## src/rtl/laser_pkg.sv

```systemverilog
// Shared types and constants for the laser distance display: FSM states, widths,
// seven-segment patterns and the double-dabble step.
package laser_pkg;

  typedef enum logic [1:0] {IDLE, CONV, DONE} conv_state_t;

  localparam int unsigned BCD_DIGITS = 5;
  localparam int unsigned DIST_W     = 16;
  localparam int unsigned BCD_W      = 4 * BCD_DIGITS;
  localparam int unsigned SR_W       = BCD_W + DIST_W;

  // Active-low {g,f,e,d,c,b,a}
  localparam logic [6:0] SEG_BLANK = 7'h7F;
  localparam logic [6:0] SEG_0 = 7'h40;
  localparam logic [6:0] SEG_1 = 7'h79;
  localparam logic [6:0] SEG_2 = 7'h24;
  localparam logic [6:0] SEG_3 = 7'h30;
  localparam logic [6:0] SEG_4 = 7'h19;
  localparam logic [6:0] SEG_5 = 7'h12;
  localparam logic [6:0] SEG_6 = 7'h02;
  localparam logic [6:0] SEG_7 = 7'h78;
  localparam logic [6:0] SEG_8 = 7'h00;
  localparam logic [6:0] SEG_9 = 7'h10;

  function automatic logic [6:0] seg_of(input logic [3:0] d);
    logic [6:0] s;
    case (d)
      4'd0:    s = SEG_0;
      4'd1:    s = SEG_1;
      4'd2:    s = SEG_2;
      4'd3:    s = SEG_3;
      4'd4:    s = SEG_4;
      4'd5:    s = SEG_5;
      4'd6:    s = SEG_6;
      4'd7:    s = SEG_7;
      4'd8:    s = SEG_8;
      4'd9:    s = SEG_9;
      default: s = SEG_BLANK;
    endcase
    return s;
  endfunction

  // One iteration: add 3 to every BCD nibble >= 5, then shift the whole register left
  function automatic logic [SR_W-1:0] dabble_step(input logic [SR_W-1:0] sr);
    logic [SR_W-1:0] t;
    t = sr;
    for (int unsigned k = 0; k < BCD_DIGITS; k++) begin
      if (t[DIST_W + 4*k +: 4] >= 4'd5)
        t[DIST_W + 4*k +: 4] = t[DIST_W + 4*k +: 4] + 4'd3;
    end
    return {t[SR_W-2:0], 1'b0};
  endfunction

endpackage

```

## src/rtl/bin2bcd_seq.sv

```systemverilog
// Sequential double-dabble converter: 16 iterations per conversion, result
// published to bcd only when the conversion completes.
module bin2bcd_seq
  import laser_pkg::*;
(
  input  logic              clk,
  input  logic              rst_n,
  input  logic              start,
  input  logic [DIST_W-1:0] bin,
  output logic [BCD_W-1:0]  bcd,
  output logic              busy
);

  conv_state_t     state;
  logic [SR_W-1:0] sr;
  logic [3:0]      iter;

  always_ff @(posedge clk) begin
    if (!rst_n) begin
      state <= IDLE;
      sr    <= '0;
      iter  <= '0;
      bcd   <= '0;
      busy  <= 1'b0;
    end else begin
      case (state)
        IDLE: begin
          if (start) begin
            sr    <= {{BCD_W{1'b0}}, bin};
            iter  <= '0;
            state <= CONV;
            busy  <= 1'b1;
          end
        end
        CONV: begin
          sr <= dabble_step(sr);
          if (iter == 4'd15) state <= DONE;
          else               iter  <= iter + 4'd1;
        end
        DONE: begin
          bcd   <= sr[SR_W-1 -: BCD_W];
          state <= IDLE;
          busy  <= 1'b0;
        end
        default: begin
          state <= IDLE;
          busy  <= 1'b0;
        end
      endcase
    end
  end

endmodule

```

## src/rtl/laser_dist_display.sv

```systemverilog
// Display stage for the laser distance measurer: converts D to BCD on change and
// scans five active-low digits. Define LASER_DISP_BLANK_EN to blank leading zeros.
module laser_dist_display
  import laser_pkg::*;
#(
  parameter int unsigned REFRESH_DIV = 50000
) (
  input  logic              clk,
  input  logic              rst_n,
  input  logic [DIST_W-1:0] D,
  output logic [6:0]        seg,
  output logic [4:0]        an,
  output logic [BCD_W-1:0]  bcd,
  output logic              busy
);

  localparam int unsigned CNT_W = $clog2(REFRESH_DIV);

  logic [DIST_W-1:0] d_last;
  logic              start;
  logic [CNT_W-1:0]  refresh_cnt;
  logic [2:0]        idx;
  logic [3:0]        digit;
  logic [6:0]        seg_nxt;
  logic [4:0]        an_nxt;

  // The converter only accepts start in IDLE, where busy is low
  assign start = (D != d_last) && !busy;

  bin2bcd_seq u_conv (
    .clk   (clk),
    .rst_n (rst_n),
    .start (start),
    .bin   (D),
    .bcd   (bcd),
    .busy  (busy)
  );

  always_comb begin
    digit   = bcd[{idx, 2'b00} +: 4];
    seg_nxt = seg_of(digit);
`ifdef LASER_DISP_BLANK_EN
    if (idx != 3'd0 && (bcd >> {idx, 2'b00}) == '0) seg_nxt = SEG_BLANK;
`endif
    an_nxt = ~(5'(1) << idx);
  end

  always_ff @(posedge clk) begin
    if (!rst_n) begin
      d_last      <= '0;
      refresh_cnt <= '0;
      idx         <= '0;
      seg         <= SEG_BLANK;
      an          <= '1;
    end else begin
      if (start) d_last <= D;
      if (refresh_cnt == CNT_W'(REFRESH_DIV - 1)) begin
        refresh_cnt <= '0;
        idx         <= (idx == 3'(BCD_DIGITS - 1)) ? 3'd0 : idx + 3'd1;
      end else begin
        refresh_cnt <= refresh_cnt + 1'b1;
      end
      seg <= seg_nxt;
      an  <= an_nxt;
    end
  end

endmodule

```

## config.mk

```make
export PLATFORM = sky130hd
export DESIGN_NAME = laser_dist_display
export DESIGN_NICKNAME = d
export VERILOG_FILES = /design/src/rtl/laser_pkg.sv /design/src/rtl/bin2bcd_seq.sv /design/src/rtl/laser_dist_display.sv
export SDC_FILE = /design/constraint.sdc
export NUM_CORES = 1
export LEC_CHECK = 0
export ABC_CLOCK_PERIOD_IN_PS = 4510
export BUFFER_PORTS_ARGS = -buffer_cell sky130_fd_sc_hd__buf_2
export CORE_AREA = 2 2 76 115
export CTS_BUF_LIST = sky130_fd_sc_hd__clkbuf_4
export DETAILED_ROUTE_END_ITERATION = 8
export DIE_AREA = 0 0 78 117
export GPL_TIMING_DRIVEN = 1
export PLACE_DENSITY = 0.85
export SLEW_MARGIN = 5
export SYNTH_ARGS = -nofsm -noshare
export SYNTH_HDL_FRONTEND = slang
export SYNTH_SLANG_ARGS = --single-unit
```

## constraint.sdc

```tcl
create_clock -name clk -period 4.51 [get_ports clk]
set_input_delay 0.902 -clock clk [delete_from_list [all_inputs] [get_ports clk]]
set_output_delay 0.902 -clock clk [all_outputs]
set_load 0.05 [all_outputs]
```

Word-level counts from Yosys, hierarchy flattened
Memory sizes are Yosys's and may differ from the RTL's. A register that Yosys moved wholly into a read port is not among the register bits.
Cells that the tools add are included.
Word-level totals
  register bits: 103
  memory bits (read-only): 112
  output and inout bits: 33
  memories: 1
Memory list
  (name not given): words 16, width 7, rd ports 1, clocked after Yosys merged registers in 1, wr ports 0, RTL line laser_pkg.sv:27  | case (d)
Cells by class
  add/sub/neg operators: 8
  order comparisons: 5
  eq/ne operators: 9
  shift operators: 2
  mux-type cells: 16
  bitwise operators: 3
  reduce and logical (&&, ||, !) cells: 10
Operators by type and width (number)
  $pmux W36 S2: 1
  $mux W36: 1
  $mux W4: 6
  $ge A4 B3 Y1 const B: 5
  $shiftx A20 B6 Y4: 1
  $add A16 B1 Y16 const B: 1
  $add A4 B2 Y4 const B: 4
  $eq A16 B16 Y1 const B: 1
  $ne A16 B16 Y1: 1
  $pmux W4 S2: 1
  $mux W3: 2
  $reduce_and A2 Y1: 3
  $not A5 Y5: 1
  $shl A1 B3 Y5 const A: 1
  $add A4 B1 Y4 const B: 1
  $eq A4 B4 Y1 const B: 1
  $mux W2: 2
  $ne A2 B2 Y1 const B: 2
  $pmux W2 S2: 1
  $add A3 B1 Y3 const B: 1
  $add A3 B2 Y3 const B: 1
  $eq A3 B3 Y1 const B: 1
  $reduce_and A3 Y1: 1
  $eq A2 B1 Y1 const B: 1
  10 further kinds: 12

Longest topological paths before layout
Gate-level depths: netlist (run 1).
  word-level depth: 4
  depth in mapped cells: 9
  depth with buffers taken out: 8

Cells and area by module
Synthesis (run 1) repeated with hierarchy kept, for this count alone.
Second synthesis, totals
  cells, all modules: 598
  area, all modules: 5156.2 um2
By module, submodules not included
  bin2bcd_seq: instances 1, cells an instance 336, area each 2811.4 um2, seq. area each 1261.2 um2
  laser_dist_display: instances 1, cells an instance 262, area each 2344.7 um2, seq. area each 940.9 um2

Least setup slack after synthesis (run 1)
Ideal clock, no wire load.
  path type: input to register
  from: in D[4]
  to: reg u_conv.sr[19]
  setup time: 0.080 ns
  data arrival time: 2.183 ns
  required time: 4.430 ns
  path slack: 2.247 ns
  cell stages on the path: 8
  buffers on the path: 3
  cell sequence: xor2_1 nor4_1 a41o_1 buf_6 a21oi_2 buf_6 buf_6 a211oi_2
On the way
  word-level cells in the longest chain between the ends: 4
Ends and longest elaborated chain
  from (decl): RTL line laser_dist_display.sv:10  | input logic [DIST_W-1:0] D,
  $ne A16 B16 Y1: RTL line laser_dist_display.sv:28  | assign start = (D != d_last) && !busy;
  $logic_and A1 B1 Y1: RTL line laser_dist_display.sv:28
  $ne A2 B2 Y1 (no line)
  $reduce_and A2 Y1 (no line)
  to (signal assigned): RTL line bin2bcd_seq.sv:29  | sr <= {{BCD_W{1'b0}}, bin};
  to (signal assigned): RTL line bin2bcd_seq.sv:36  | sr <= dabble_step(sr);
  to (decl): RTL line bin2bcd_seq.sv:15  | logic [SR_W-1:0] sr;
No other way between the ends.
A chain may end at the register's enable or synchronous reset.

Final worst setup path (run 1)
  from: in D[12]
  to: reg u_conv.sr[16]
Same word-level chain as after synthesis.

==> results of run 1 <==
## power by group through the flow
stage	Combinational, uW	Clock, uW	Sequential [uW]
2_1_floorplan	123	0	1060
3_5_place_dp	179	0	1050
5_1_grt	197	538	1030
6_report	179	486	1030
3_3_place_gp	174	0	1040
4_1_cts	180	501	1030
## logic make-up (layout without fill, tap and decap cells)
kind of cell    Yosys count  in the layout  share of synthesized area
mux                      42             42                     0.0882
simple gates            213            213                      0.181
fa+ha+maj                22             22                     0.0533
compound gates          109            109                      0.135
buf+inv                  55             94                     0.0473
xor+xnor                 41             41                     0.0696
flops                   110            110                      0.427
other cells               0              1                          0
## per-stage QoR
stage	utilization	cell area (um2)	hold slack, ns
finish	0.680	5590	0.470
global route	0.680	5590	0.493
CTS	0.680	5580	0.471
detailed placement	0.663	5450	0.445
global placement	0.663	5450	0.438
floorplan	-	5160	0.426
## cell usage in the layout, fill, tap and decap left out, drive strengths merged, types with 2 or more instances in the layout
cell type,n
nand2,132
xor2,27
clkinv,4
dfxtp,110
o32ai,12
clkinvlp,2
a31oi,8
nand4,3
a32oi,3
mux2i,23
o21ai,7
nor3b,5
xnor2,14
nor2,28
clkbuf,10
and4,2
o22ai,7
nor3,6
a21oi,58
buf,58
nor2b,3
mux2,18
a211oi,6
inv,19
a211o,2
ha,22
nand3,9
nor4,5
nand2b,7
and3,10
a41oi,2
## critical path, cell delays in order
cell and delay (ns):
buf_2 0.12, xor2_1 0.14, nor4_1 0.39, a41o_1 0.68, a21oi_4 0.30, buf_4 0.31, o32ai_1 0.26
## Yosys cell counts, types with 2 or more instances
cell / instances
nor4_1: 5
nand2_1: 131
nand2b_1: 7
nand3_1: 9
a31oi_1: 8
buf_1: 2
a211o_1: 2
nor3_1: 6
and3_1: 10
mux2_2: 17
buf_6: 4
mux2i_1: 23
nor2b_1: 3
ha_1: 22
xnor2_1: 14
a32oi_1: 3
xor2_1: 27
nor3b_1: 5
o32ai_1: 12
dfxtp_1: 110
a211oi_2: 5
a41oi_1: 2
o22ai_1: 7
a21oi_1: 57
and4_1: 2
nand4_1: 3
clkbuf_1: 23
buf_2: 6
o21ai_0: 7
nor2_1: 28
inv_1: 19
## layer usage
metal / up-vias / global-route usage / wire [um]
met5: - / 0 / 0
met4: 0 / 0.136 / 331
met3: 23 / 0.0391 / 378
met2: 101 / 0.448 / 5410
met1: 1953 / 0.265 / 4370
li1: 2095 / - / -
## sequential cells by signal (all words and copies together), names as in the netlist
register / count
idx: 3
seg: 7
u_conv.iter: 4
d_last: 16
refresh_cnt: 16
an: 5
u_conv.busy: 1
u_conv.sr: 36
u_conv.state: 2
u_conv.bcd: 20
## final cells by class
cell class              instances  area (um2)  area share
diodes                          1        2.50    0.000448
clock buffers                  10        75.1      0.0134
clock inverters                 6        62.6      0.0112
inverters                      20        75.1      0.0134
multi-input cells             427        2720       0.488
flip-flops and latches        110        2200       0.394
well taps                     107         134      0.0240
repair buffers                 58         310      0.0556
## worst max path at each step
| stage | from | cells after the start | slack, ns | to |
|---|---|---|---|---|
| 3_3_place_gp | D[2] | 7 | 1.40 | u_conv.sr[21]$_SDFFE_PN0P_ |
| 2_1_floorplan | D[4] | 8 | 2.25 | u_conv.sr[19]$_SDFFE_PN0P_ |
| 6_report | D[12] | 7 | 1.77 | u_conv.sr[16]$_SDFFE_PN0P_ |
| 4_1_cts | D[9] | 7 | 1.81 | u_conv.sr[14]$_SDFFE_PN0P_ |
| 5_1_grt | D[14] | 7 | 1.63 | u_conv.sr[21]$_SDFFE_PN0P_ |
| 3_5_place_dp | D[9] | 7 | 1.29 | u_conv.sr[14]$_SDFFE_PN0P_ |
==> flow_summary.yaml, run 1 <==
clock_tree:
  cts_buffer_depth: 2
  hold_buffers: 0
  clk_latency_ns: 0.46
  root_buffer: "clkbuf_4"
  cts.sinks: 110
  htree_num_levels: 3
  cts_made_buffers: 9
  cts_tree: "done"
  post-cts-setup-buffers: 0
  cts.reportedPaths.clkPinSlew_ns: 0.15
  cts_resized: 0
finish:
  syn2layout_area_growth_pct: 8.19
  fill_cells: 656
  nets: 666
  drive_gt1_frac: 0.155
  final_cells: 739
global_routing:
  grt_max_degree: 39
  grt_overflow_total: 0
  grt_pass1_wl_mm: 17.7
  grt_usage: 0.243
  antenna_found_initial: 1
  grt_pass1_vias: 4036
sta:
  slew-limit-headroom: 0.289
  fin_ws_ns: 1.77
  max_freq_mhz: 365
  hold_viol: 0
  fin_crit_ns: 2.74
  finalCritPeriodShare: 0.607
  setup_viol: 0
  finClkSkew_ns: 0.0170
  grt_setup_unrepaired: "false"
  setup-tns-final_ns: 0
  drv_slew: 0
  tightest_slew_ns: 1.05
pwr:
  combPwrFrac: 0.106
  internal_power_uw: 1250
  switching_share: 0.263
  leakage_uw: 0.00229
  switchingPower_uw: 444
  seqPwrFrac: 0.607
  p_clk_frac: 0.287
  ir_drop_v: 0.000274
  power_uw: 1690
  p_per_area_nw_per_um2: 302
placed_design:
  gpl.final_weighted_congestion: 0.869
  detailed_place_hpwl_mm: 7.60
  port_buffers: 50
  dp.cells: 722
  place_ws_ns: 1.29
synthesis:
  yosysTopAreaCellShare: 0.427
  synth_nets: 632
  yosysTopAreaCell: "dfxtp_1"
  netlist_top_cells_area: "dfxtp_1 (43%), nand2_1 (9.5%), a21oi_1 (5.5%)"
  syn_avg_cell_area_um2: 8.72
  synth_edf_count: 0
  netlist_instances: 592
  syn_area_um2: 5160
  synthArstFlopShare: 0
  synth_seq_cells: 110
  ys.flop_type: "dfxtp_1"
  ys_seq_area_frac: 0.427
  yosysWarnings: 0
  synth_cell_types: 44
worst_setup_path:
  r2r_slack_ns: 1.97
  r2r-end: "u_conv.sr[16]$_SDFFE_PN0P_"
  reg2reg_from: "d_last[2]$_SDFFE_PN0P_"
  crit_required_ns: 4.88
  cp-start-kind: "input pin"
  r2r_cells: 6
  critical_path_class: "input pin to flop"
  arrival_ns: 3.10
  endpoint_kind: "flop"
  crit_fanout: 22
drt:
  detail-route-antenna-nets: 0
  first_pass_iters: 4
  drtIter0Drc: 194
  num_vias: 4172
  drcViolationCount: 0
  finalWirelength_mm: 10.5
  wl_per_cell_um: 14.2
  avgViaCountPerCell: 5.65
min_path:
  hold_class: "flop to flop"
  holdPathEnd: "u_conv.sr[12]$_SDFFE_PN0P_"
  hp-start: "u_conv.sr[12]$_SDFFE_PN0P_"
  min_path_cells: 2
die:
  placementRows: 41
  io_pins: 51
  chipHeight_um: 117
  die_w_um: 78
  core_um2: 8210
  dieArea_um2: 9130
  start_util: 0.629
flow_run:
  maxCapViolCount: 0
outcome:
  outcome: "finished, final reports clean"
(Power assumes the default switching activity.)
==> run 2, diff against run 1 <==
--- a/config.mk
+++ b/config.mk
@@ -5,14 +5,14 @@
 export SDC_FILE = /design/constraint.sdc
 export NUM_CORES = 1
 export LEC_CHECK = 0
-export ABC_CLOCK_PERIOD_IN_PS = 4510
+export ABC_CLOCK_PERIOD_IN_PS = 2300
 export BUFFER_PORTS_ARGS = -buffer_cell sky130_fd_sc_hd__buf_2
-export CORE_AREA = 2 2 76 115
+export CORE_AREA = 2 2 83 124
 export CTS_BUF_LIST = sky130_fd_sc_hd__clkbuf_4
 export DETAILED_ROUTE_END_ITERATION = 8
-export DIE_AREA = 0 0 78 117
+export DIE_AREA = 0 0 85 126
 export GPL_TIMING_DRIVEN = 1
-export PLACE_DENSITY = 0.85
+export PLACE_DENSITY = 0.76
 export SLEW_MARGIN = 5
 export SYNTH_ARGS = -nofsm -noshare
 export SYNTH_HDL_FRONTEND = slang
==> constraint.sdc (replaced) <==
create_clock -name clk -period 2.3 [get_ports clk]
set_input_delay 0.46 -clock clk [delete_from_list [all_inputs] [get_ports clk]]
set_output_delay 0.46 -clock clk [all_outputs]
set_load 0.05 [all_outputs]
==> run 2 against run 1 <==
  * Sequential power grew 95%
  * Global-route usage shrank 3.1 points
  * Clock skew grew 0.0015 ns
  * Critical path depth shrank 2
  * Wire length grew 6.9%
  * Worst setup slack lost 1.7 ns
  * Critical path type is now flop to flop
  * Cell count grew 1.4%
==> flow_summary.yaml, run 2 (synthesis gave the netlist of run 1 again) <==
global_routing:
  grt_max_degree: 57
  antenna_found_initial: 0
  grt_usage: 0.211
  grt_pass1_vias: 4087
  grt_pass1_wl_mm: 18.7
  grt_overflow_total: 0
worst_setup_path:
  cp-start-kind: "flop"
  arrival_ns: 2.60
  crit_fanout: 12
  endpoint_kind: "flop"
  critical_path_class: "flop to flop"
  crit_required_ns: 2.66
clock_tree:
  clk_latency_ns: 0.48
  cts.sinks: 110
  hold_buffers: 0
  root_buffer: "clkbuf_4"
  cts.reportedPaths.clkPinSlew_ns: 0.16
  cts_resized: 0
  cts_buffer_depth: 2
  post-cts-setup-buffers: 0
  cts_made_buffers: 9
  cts_tree: "done"
  htree_num_levels: 3
sta:
  fin_crit_ns: 2.23
  hold_viol: 0
  slew-limit-headroom: 0.584
  whs_ns: 0.231
  finalCritPeriodShare: 0.971
  drv_slew: 0
  grt_setup_unrepaired: "false"
  setup_viol: 0
  setup-tns-final_ns: 0
  max_freq_mhz: 448
  tightest_slew_ns: 0.623
  finClkSkew_ns: 0.0185
finish:
  top_register: "u_conv.sr"
  syn2layout_area_growth_pct: 9.48
  mostFrequentLayoutCell: "nand2_1"
  drive_gt1_frac: 0.161
  fin_area_um2: 5650
  nets: 669
  reg_top3: "u_conv.sr (36), u_conv.bcd (20)"
  diodes: 0
  largest_register_ffs: 36
  fill_cells: 846
  fin_util: 0.587
  layout_common_cells: "nand2_1 (131), dfxtp_1 (110), a21oi_1 (57), buf_2 (50), nor2_1 (28)"
placed_design:
  gpl.final_weighted_congestion: 0.904
  detailed_place_hpwl_mm: 8.10
  port_buffers: 50
  dpl_cell_area_um2: 5500
pwr:
  power_uw: 3380
  p_per_area_nw_per_um2: 599
  leakage_uw: 0.00231
  ir_drop_v: 0.000442
drt:
  detail-route-antenna-nets: 0
  num_vias: 4227
  avgViaCountPerCell: 5.64
  wl_per_cell_um: 15.0
  first_pass_iters: 5
  finalWirelength_mm: 11.2
  drcViolationCount: 0
  drtIter0Drc: 182
die:
  io_pins: 51
  placementRows: 44
  dieArea_um2: 10700
  chipHeight_um: 126
  die_w_um: 85
  core_um2: 9630
  start_util: 0.536
min_path:
  hold_class: "input pin to flop"
flow_run:
  maxCapViolCount: 0
outcome:
  outcome: "finished, final reports clean"
[run 2: cell types whose count changed in the layout (fill, tap and decap cells not counted), sizes merged]
cell,before,now
clkinvlp,2,3
diode,1,0
clkbuf,10,9
buf,58,61
clkinv,4,2
inv,19,21
[run 2: final cells by class]
class                      count  area [um2]  area share
clock buffer                   9        67.6      0.0120
clock inverter                 7        81.3      0.0144
inverter                      20        75.1      0.0133
multi-input combinational    427        2720       0.482
sequential                   110        2200       0.390
tap                          115         144      0.0255
timing repair buffer          61         358      0.0633
[run 2: worst max-delay path: stages, from the launching register on]
cell,delay [ns]
dfxtp_1,0.62
mux2_2,0.39
a211o_1,0.41
ha_1,0.24
nor4_1,0.40
a21oi_1,0.07
[run 2: report_power, final]
group	internal (uW)	switching, uW	leakage [uW]
clock network	344	663	0.0000707
logic	142	225	0.00134
registers	1970	39.4	0.000897
[run 2: worst paths after layout]
| check | startpoint | endpoint | slack, ns | depth (start not counted) |
|---|---|---|---|---|
| worst min register to register | u_conv.sr[8]$_SDFFE_PN0P_ | u_conv.sr[8]$_SDFFE_PN0P_ | 0.47 | 2 |
| worst min-delay path | D[10] | d_last[10]$_SDFFE_PN0P_ | 0.23 | 3 |
| worst max register to register | idx[2]$_SDFFE_PN0N_ | seg[6]$_SDFF_PN1_ | 0.07 | 5 |
| worst max-delay path | idx[2]$_SDFFE_PN0N_ | seg[6]$_SDFF_PN1_ | 0.07 | 5 |
[run 2: metal layers]
metal / global-route usage / up-vias / routed length [um]
met4: 0.0934 / 0 / 333
met3: 0.0282 / 22 / 395
met2: 0.390 / 88 / 5890
met1: 0.237 / 2022 / 4580
li1: - / 2095 / -
met5: 0 / - / 0
[run 2: metrics by stage]
stage | worst slack, ns | std cells
2_1_floorplan | 0.366 | 592
3_3_place_gp | 0.236 | 733
3_5_place_dp | 0.123 | 733
4_1_cts | 0.115 | 749
5_1_grt | 0.00295 | 749
6_report | 0.0672 | 749
